<file path="config.mk">
export PLATFORM = sky130hd
export DESIGN_NAME = ir_cmd_scheduler
export DESIGN_NICKNAME = d
export VERILOG_FILES = /design/src/rtl/ir_cmd_scheduler.sv
export SDC_FILE = /design/constraint.sdc
export NUM_CORES = 1
export LEC_CHECK = 0
export BUFFER_PORTS_ARGS = -buffer_cell sky130_fd_sc_hd__buf_2
export CAP_MARGIN = 20
export CORE_ASPECT_RATIO = 1.75
export CORE_MARGIN = 2
export CORE_UTILIZATION = 45
export CTS_CLUSTER_DIAMETER = 120
export CTS_CLUSTER_SIZE = 24
export DETAILED_ROUTE_END_ITERATION = 6
export RECOVER_POWER = 25
export SLEW_MARGIN = 20
export SYNTH_ARGS = -nofsm -noshare
export SYNTH_HDL_FRONTEND = slang
export SYNTH_SLANG_ARGS = --single-unit
</file>
<file path="constraint.sdc">
create_clock -name clk_in -period 3.6 [get_ports clk_in]
set_input_delay 0.18 -clock clk_in [delete_from_list [all_inputs] [get_ports clk_in]]
set_output_delay 0.18 -clock clk_in [all_outputs]
set_load 0.01 [all_outputs]
</file>
<file path="src/rtl/ir_cmd_scheduler.sv">
// Purpose : validate NEC frames, suppress key-repeat, queue commands in a 4-deep FIFO, and watchdog the decoder.
// Latency : 3 cycles from new_code_in to cmd_valid_out when the FIFO is empty.
// Backpressure: cmd_valid_out/cmd_ready_in handshake. Frames arriving while the FIFO is full are dropped and counted.
//
// Ports:
//   clk_in, rst_in             clock and synchronous active-high reset
//   code_in, new_code_in       decoded frame {addr, ~addr, cmd, ~cmd} and its strobe
//   dec_state_in               decoder FSM state (0 = idle), watched by the watchdog
//   cmd_out, cmd_valid_out,
//   cmd_ready_in               command stream out of the FIFO
//   err_count_out              saturating count of malformed / foreign-address frames
//   drop_count_out             saturating count of good frames that were lost
//   dec_rst_out                one-cycle decoder reset when the decoder is stuck
module ir_cmd_scheduler #(
    parameter logic [7:0]  ADDR            = 8'h00,
    parameter int unsigned HOLD_CYCLES     = 8_167_500,
    parameter int unsigned WATCHDOG_CYCLES = 7_425_000
) (
    input  logic        clk_in,
    input  logic        rst_in,
    input  logic [31:0] code_in,
    input  logic        new_code_in,
    input  logic [3:0]  dec_state_in,
    output logic [7:0]  cmd_out,
    output logic        cmd_valid_out,
    input  logic        cmd_ready_in,
    output logic [7:0]  err_count_out,
    output logic [7:0]  drop_count_out,
    output logic        dec_rst_out
);

    localparam logic [1:0] ST_IDLE   = 2'd0;
    localparam logic [1:0] ST_CHECK  = 2'd1;
    localparam logic [1:0] ST_COMMIT = 2'd2;

    localparam logic [31:0] HOLD_LOAD = 32'(HOLD_CYCLES);
    localparam logic [31:0] WD_LAST   = 32'(WATCHDOG_CYCLES - 1);

    logic [1:0]  state;
    logic [31:0] code_q;
    logic        frame_ok_q;
    logic [31:0] hold_q;
    logic [7:0]  last_cmd_q;
    logic [7:0]  err_q;
    logic [7:0]  drop_q;
    logic [31:0] wd_q;
    logic        dec_rst_q;

    logic [7:0]  fifo_mem [4];
    logic [1:0]  rd_ptr;
    logic [1:0]  wr_ptr;
    logic [2:0]  fifo_cnt;

    logic        frame_ok;
    logic        in_commit;
    logic        suppress;
    logic        accept;
    logic        push;
    logic        pop;
    logic        full_drop;
    logic        late_drop;
    logic        err_evt;
    logic [1:0]  drop_inc;
    logic [8:0]  drop_sum;
    logic [7:0]  frame_cmd;

    assign frame_cmd = code_q[15:8];
    assign frame_ok  = (code_q[31:24] == ADDR) &&
                       (code_q[23:16] == ~code_q[31:24]) &&
                       (code_q[7:0]   == ~code_q[15:8]);

    assign in_commit = (state == ST_COMMIT);
    // A repeat of the last accepted key is ignored while the hold window is open.
    assign suppress  = (frame_cmd == last_cmd_q) && (hold_q != 32'd0);
    assign accept    = in_commit && frame_ok_q && !suppress;
    assign pop       = cmd_valid_out && cmd_ready_in;
    // A full FIFO can still take the frame if the head leaves in the same cycle.
    assign push      = accept && ((fifo_cnt != 3'd4) || pop);
    assign full_drop = accept && !push;
    assign err_evt   = in_commit && !frame_ok_q;
    assign late_drop = new_code_in && (state != ST_IDLE);
    // Both drop sources can coincide (strobe during COMMIT with a full FIFO).
    assign drop_inc  = {1'b0, full_drop} + {1'b0, late_drop};
    assign drop_sum  = {1'b0, drop_q} + {7'b0, drop_inc};

    assign cmd_valid_out  = (fifo_cnt != 3'd0);
    assign cmd_out        = cmd_valid_out ? fifo_mem[rd_ptr] : 8'h00;
    assign err_count_out  = err_q;
    assign drop_count_out = drop_q;
    assign dec_rst_out    = dec_rst_q;

    // Frame FSM
    always_ff @(posedge clk_in) begin
        if (rst_in) begin
            state      <= ST_IDLE;
            code_q     <= 32'd0;
            frame_ok_q <= 1'b0;
        end else begin
            case (state)
                ST_IDLE: begin
                    if (new_code_in) begin
                        code_q <= code_in;
                        state  <= ST_CHECK;
                    end
                end
                ST_CHECK: begin
                    frame_ok_q <= frame_ok;
                    state      <= ST_COMMIT;
                end
                ST_COMMIT: state <= ST_IDLE;
                default:   state <= ST_IDLE;
            endcase
        end
    end

    // Hold timer, last accepted command, and statistics counters
    always_ff @(posedge clk_in) begin
        if (rst_in) begin
            hold_q     <= 32'd0;
            last_cmd_q <= 8'h00;
            err_q      <= 8'h00;
            drop_q     <= 8'h00;
        end else begin
            if (in_commit && frame_ok_q) begin
                hold_q <= HOLD_LOAD;
            end else if (hold_q != 32'd0) begin
                hold_q <= hold_q - 32'd1;
            end

            if (push) begin
                last_cmd_q <= frame_cmd;
            end

            if (err_evt && (err_q != 8'hFF)) begin
                err_q <= err_q + 8'd1;
            end

            drop_q <= drop_sum[8] ? 8'hFF : drop_sum[7:0];
        end
    end

    // 4-entry command FIFO
    always_ff @(posedge clk_in) begin
        if (rst_in) begin
            rd_ptr   <= 2'd0;
            wr_ptr   <= 2'd0;
            fifo_cnt <= 3'd0;
        end else begin
            if (push) begin
                wr_ptr <= wr_ptr + 2'd1;
            end
            if (pop) begin
                rd_ptr <= rd_ptr + 2'd1;
            end
            case ({push, pop})
                2'b10:   fifo_cnt <= fifo_cnt + 3'd1;
                2'b01:   fifo_cnt <= fifo_cnt - 3'd1;
                default: fifo_cnt <= fifo_cnt;
            endcase
        end
    end

    // Storage needs no reset; cmd_out is masked while the FIFO is empty.
    always_ff @(posedge clk_in) begin
        if (push) begin
            fifo_mem[wr_ptr] <= frame_cmd;
        end
    end

    // Decoder watchdog: fire after WATCHDOG_CYCLES consecutive non-idle cycles.
    always_ff @(posedge clk_in) begin
        if (rst_in) begin
            wd_q      <= 32'd0;
            dec_rst_q <= 1'b0;
        end else if (dec_state_in == 4'd0) begin
            wd_q      <= 32'd0;
            dec_rst_q <= 1'b0;
        end else if (wd_q == WD_LAST) begin
            wd_q      <= 32'd0;
            dec_rst_q <= 1'b1;
        end else begin
            wd_q      <= wd_q + 32'd1;
            dec_rst_q <= 1'b0;
        end
    end

endmodule
</file>
; Word-level counts from Yosys, hierarchy flattened
; Memories as Yosys holds them, arrays and structs flattened. A register that Yosys moved wholly into a read port is not among the register bits.
; Index checks and enable logic that the tools add are counted.
[totals]
ram_bits = 32
out_inout_bits = 26
memories = 1
reg_bits = 131
[classes]
n_bitwise = 2
muxes = 12
n_reduce_logical = 27
addsub = 9
eq_ne = 11
[memory_table]
columns = memory, words, width, rd, rd_clocked_by_memory_dff, write_ports, line
row1 = fifo_mem, 4, 8, 1, 1, 1, 49  ; logic [7:0] fifo_mem [4];
[ops]
columns = op, n
row1 = $mux 23, 2
row2 = $add 32x1->32 const B, 1
row3 = $eq 32x23->1 const B, 1
row4 = $reduce_bool 32->1, 1
row5 = $sub 32x1->32 const B, 1
row6 = $eq 8x8->1, 3
row7 = $mux 8, 2
row8 = $not 8->8, 2
row9 = $logic_and 1x1->1, 11
row10 = $add 8x2->9, 1
row11 = $add 8x1->8 const B, 1
row12 = $logic_not 8->1, 1
row13 = $ne 8x8->1 const B, 1
row14 = $mux 2, 3
row15 = $pmux 3 s2, 1
row16 = $reduce_bool 2->1, 3
row17 = $add 2x1->2 const B, 2
row18 = $eq 2x1->1 const B, 2
row19 = $eq 2x2->1 const B, 2
row20 = $logic_not 4->1, 1
row21 = $pmux 2 s2, 1
row22 = $reduce_or 2->1, 2
row23 = $add 3x1->3 const B, 1
row24 = $logic_not 1->1, 3
row25 = 10 further kinds, 12

; Longest topological paths before layout
[logic_depth]
ltp_word = 10
ltp_mapped = 14
mapped_depth_nobuf = 12

; Least setup slack after synthesis
; No wires, ideal clock.
[synth_path]
kind = register to register
start = register hold_q[4]
end = register fifo_cnt[2]
setup_slack_ps = 615
setup_time_ps = 70
required_ps = 3530
synth_period_minus_slack_ps = 2985
arrival_ps = 2915
stages_incl_launch_ff = 14
cell_sequence = dfxtp_1 > or4_1 > buf_2 > nor3_4 > nand3_2 > a211oi_4 > buf_6 > inv_1 > ha_1 > inv_1 > fa_1 > xor2_1 > or3_1 > a21oi_1
[synth_via]
elab_chain_cells = 7
word_cells_on_any_way = 9
[synth_lines]
columns = item, line
row1 = "start, declared", 42  ; logic [31:0] hold_q;
row2 = "start signal, assigned", 127  ; hold_q <= hold_q - 32'd1;
row3 = $reduce_bool 32->1 (*), 74  ; assign suppress = (frame_cmd == last_cmd_q) && (hold_q != 32'd0);
row4 = $logic_and 1x1->1 (*), 74
row5 = $logic_not 1->1 (*), 75  ; assign accept = in_commit && frame_ok_q && !suppress;
row6 = $logic_and 1x1->1 (*), 75
row7 = $logic_and 1x1->1 (*), 78  ; assign push = accept && ((fifo_cnt != 3'd4) || pop);
row8 = $eq 2x1->1 or $eq 2x2->1 (tied branches), 155  ; case ({push, pop})
row9 = $pmux 3 s2 or $reduce_bool 2->1 (tied branches), n/a
row10 = "end signal, assigned", 156  ; 2'b10: fifo_cnt <= fifo_cnt + 3'd1;
row11 = "end signal, assigned", 157  ; 2'b01: fifo_cnt <= fifo_cnt - 3'd1;
row12 = "end signal, assigned", 158  ; default: fifo_cnt <= fifo_cnt;
row13 = "end, declared", 52  ; logic [2:0] fifo_cnt;
; Mark *: on every way between the ends. The rest lies on a longest branch, timed or not.
; A chain may end at the register's enable or synchronous reset.

; Worst setup path after layout
[layout_path]
start = register hold_q[4]
end = register drop_q[1], in the netlist drop_count_out[1]
[layout_via]
elab_chain_cells = 10
[layout_lines]
columns = item, line
row1 = $reduce_bool 32->1 (*), 74
row2 = $logic_and 1x1->1 (*), 74
row3 = $logic_not 1->1 (*), 75
row4 = $logic_and 1x1->1 (*), 75
row5 = $logic_and 1x1->1, 78
row6 = $logic_not 1->1, 79  ; assign full_drop = accept && !push;
row7 = $logic_and 1x1->1 (*), 79
row8 = $add 1x1->2 (*), 83  ; assign drop_inc = {1'b0, full_drop} + {1'b0, late_drop};
row9 = $add 8x2->9 (*), 84  ; assign drop_sum = {1'b0, drop_q} + {7'b0, drop_inc};
row10 = $mux 8 (*), 138  ; drop_q <= drop_sum[8] ? 8'hFF : drop_sum[7:0];
row11 = "end signal, assigned", 138
row12 = "end, declared", 45  ; logic [7:0] drop_q;
; Marks and branches as above.

==> impl_metrics.env <==
export IMPL_status="complete, but fails checks"
export IMPL_dieArea_sq_mm=0.0173
export IMPL_post_route_cells_drive_above_1_share_pct=12.5
export IMPL_finalCriticalPeriod_ps=3140
export IMPL_drt_iter0_drc=165
export IMPL_endpoint_kind="register"
export IMPL_crit_type="reg -> reg"
export IMPL_swShare_pct=34.6
export IMPL_p_int_uw=3650
export IMPL_cts_tree="done"
export IMPL_total_power_uw=5590
export IMPL_post_route_drc_count=0
export IMPL_p_per_area_mw_per_mm2=652
export IMPL_cts_path_max_buffers=2
export IMPL_syn_nets=813
export IMPL_fin_setup_tns_ps=0
export IMPL_final_cell_mix="dfxtp_1, nand2_1, nor2_1, a21oi_1, buf_2"
export IMPL_synthFlopType="dfxtp_1"
export IMPL_power_switching_uw=1930
export IMPL_pre_cts_ws_ps=482
export IMPL_htreeDepth=4
export IMPL_ff2ff_setup_slack_ps=460
export IMPL_cts_sinks=165
export IMPL_start_kind="register"
export IMPL_fin_ws_ps=456
export IMPL_grt_pass1_wl_microns=26900
export IMPL_grt_overflow_total=0
export IMPL_ys_seq_elements=165
export IMPL_cap_violations=1
export IMPL_fin_skew_ps=15.1
export IMPL_fin_crit_sh_pct=87.3
export IMPL_die_h_microns=172
export IMPL_grt_start_max_net_pins=90
export IMPL_clk_pin_slew_ps=60
export IMPL_start_util_pct=46.0
export IMPL_power_leakage_uw=0.00302
export IMPL_cp_arrival_ps=3460
export IMPL_grt_pass1_vias=5735
export IMPL_grt_use_total_pct=19.4
export IMPL_ys_async_sr_fraction_pct=0
export IMPL_dp_hpwl_microns=11600
export IMPL_hold_viol_final=0
export IMPL_root_buffer="clkbuf_16"
export IMPL_vias_per_cell=5.44
export IMPL_setup_violations=0
export IMPL_rows=61
export IMPL_tightest_slew_ps=1600
export IMPL_min_path_type="in -> reg"
export IMPL_vias=5657
export IMPL_clock_fmax_mhz=318
export IMPL_violations="capacitance limit, slew limit"
export IMPL_detail_route_wl_per_cell_microns=15.5
export IMPL_clkPwrFrac_pct=32.8
export IMPL_relSlewSlack_pct=-6.39
export IMPL_p_seq_share_pct=40.2
export IMPL_gp_congestion=0.822
export IMPL_ys_types=54
export IMPL_syn_to_final_growth_pct=17.4
export IMPL_antenna_cells=0
export IMPL_drv_slew=90
export IMPL_portBuffers=65
export IMPL_cp_max_fo=8
export IMPL_nNetsFinal=890
export IMPL_antenna_found_initial=0
export IMPL_io_pins=66
export IMPL_synth_edff_count=32
export IMPL_final_common_cell="dfxtp_1"
export IMPL_coreArea_sq_mm=0.0159
export IMPL_die_w_microns=100
export IMPL_rsz0062_at_grt="no"
export IMPL_syn_inst=761
export IMPL_worst_ep_required_time_ps=3920
export IMPL_clk_latency_ps=430
export IMPL_numCtsBuffers=17
export IMPL_cts_resized=0
export IMPL_hold_slack_ps=19.0
export IMPL_postRouteAntennaNets=0
export IMPL_syn_avg_cell_area_sq_um=9.59
export IMPL_yosys_warnings=0
export IMPL_drt_wl_total_microns=16100
export IMPL_p_comb_share_pct=27.1
export IMPL_yosysSeqAreaShare_pct=49.7
export IMPL_firstDrtPassIters=4
export IMPL_syn_cell_area_sq_mm=0.00730
export IMPL_ir_drop_mv=0.401
[power by group through the flow]
stage	Combinational (uW)	Clock, uW	Sequential (uW)
finish	1510	1830	2240
global route	1680	1940	2270
CTS	1510	1880	2240
detailed placement	1480	0	2280
global placement	1450	0	2270
floorplan	1180	0	2230
[critical path: stages (launching register included)]
cell     delay (ps)
dfxtp_1         370
or4_1           700
nor3_4          290
nand3_2         170
a21oi_1         180
nand2_1          90
fa_1            460
inv_1            70
ha_1            260
nand4_1         270
a21oi_1         210
[metal layers]
layer  global-route usage, %  routed length (microns)
met5                       0                        0
met4                    7.62                      362
met3                    3.96                      419
met2                    36.8                     9050
met1                    20.5                     6300
[cell type report]
cell class	count	area [sq um]
fill	1436	7310
sequential	165	3620
multi-input combinational	538	3440
timing repair buffer	97	599
clock buffer	18	429
tap	189	236
clock inverter	14	164
inverter	19	71.3
[synthesized netlist by cell type (13+ instances only)]
master / count / area share (%)
nor4_1: 18 / 1.5
nand2b_1: 20 / 1.7
o21ai_0: 16 / 1.1
or3_1: 18 / 1.5
a21oi_1: 63 / 4.3
and2_1: 15 / 1.3
xnor2_1: 40 / 4.8
nand3_1: 15 / 1.0
inv_1: 19 / 0.98
nor2_1: 73 / 3.8
nand4_1: 21 / 1.8
edfxtp_1: 32 / 13
clkbuf_1: 29 / 1.5
dfxtp_1: 133 / 36
nand2_1: 85 / 4.4
or4_1: 13 / 1.3
xor2_1: 35 / 4.2
[cells by family (layout without fill, tap and decap cells)]
| kind of cell | count (synthesis) | after routing | share of synthesized area (%) |
|---|---|---|---|
| buf+inv | 58 | 148 | 3.19 |
| simple gates | 323 | 323 | 23.2 |
| compound gates | 109 | 109 | 8.64 |
| flops | 165 | 165 | 49.7 |
| fa+ha+maj | 12 | 12 | 2.26 |
| mux | 19 | 19 | 4.00 |
| xor+xnor | 75 | 75 | 9.00 |
[path summary, 6_finish.rpt]
check / depth (start not counted) / from / endpoint
max: 10 / hold_q[4] / drop_count_out[1]
min: 3 / code_in[12] / code_q[12]
max reg2reg: 10 / hold_q[4] / drop_count_out[1]
min reg2reg: 2 / code_q[31] / code_q[31]
[sequential cells by signal, indices dropped and copies added (netlist names), 3 cells and up, named ones only]
signal,flops
hold_q,32
wd_q,32
last_cmd_q,8
code_q,32
fifo_cnt,3
drop_count_out,8
err_count_out,8
fifo_mem,32
[per-stage QoR]
step	instance area [sq um]	std cells	util (%)
after floorplan	7300	761	-
after global placement	7750	983	48.8
after detailed placement	7750	983	48.8
after CTS	8590	1040	54.1
after global routing	8570	1040	54.0
final	8570	1040	54.0
[repair_timing]
action / CTS / global route
endpoints found under the hold margin: 25 / 0
hold buffers: 25 / 0
setup buffers: 0 / 0
(Power assumes the default switching activity.)
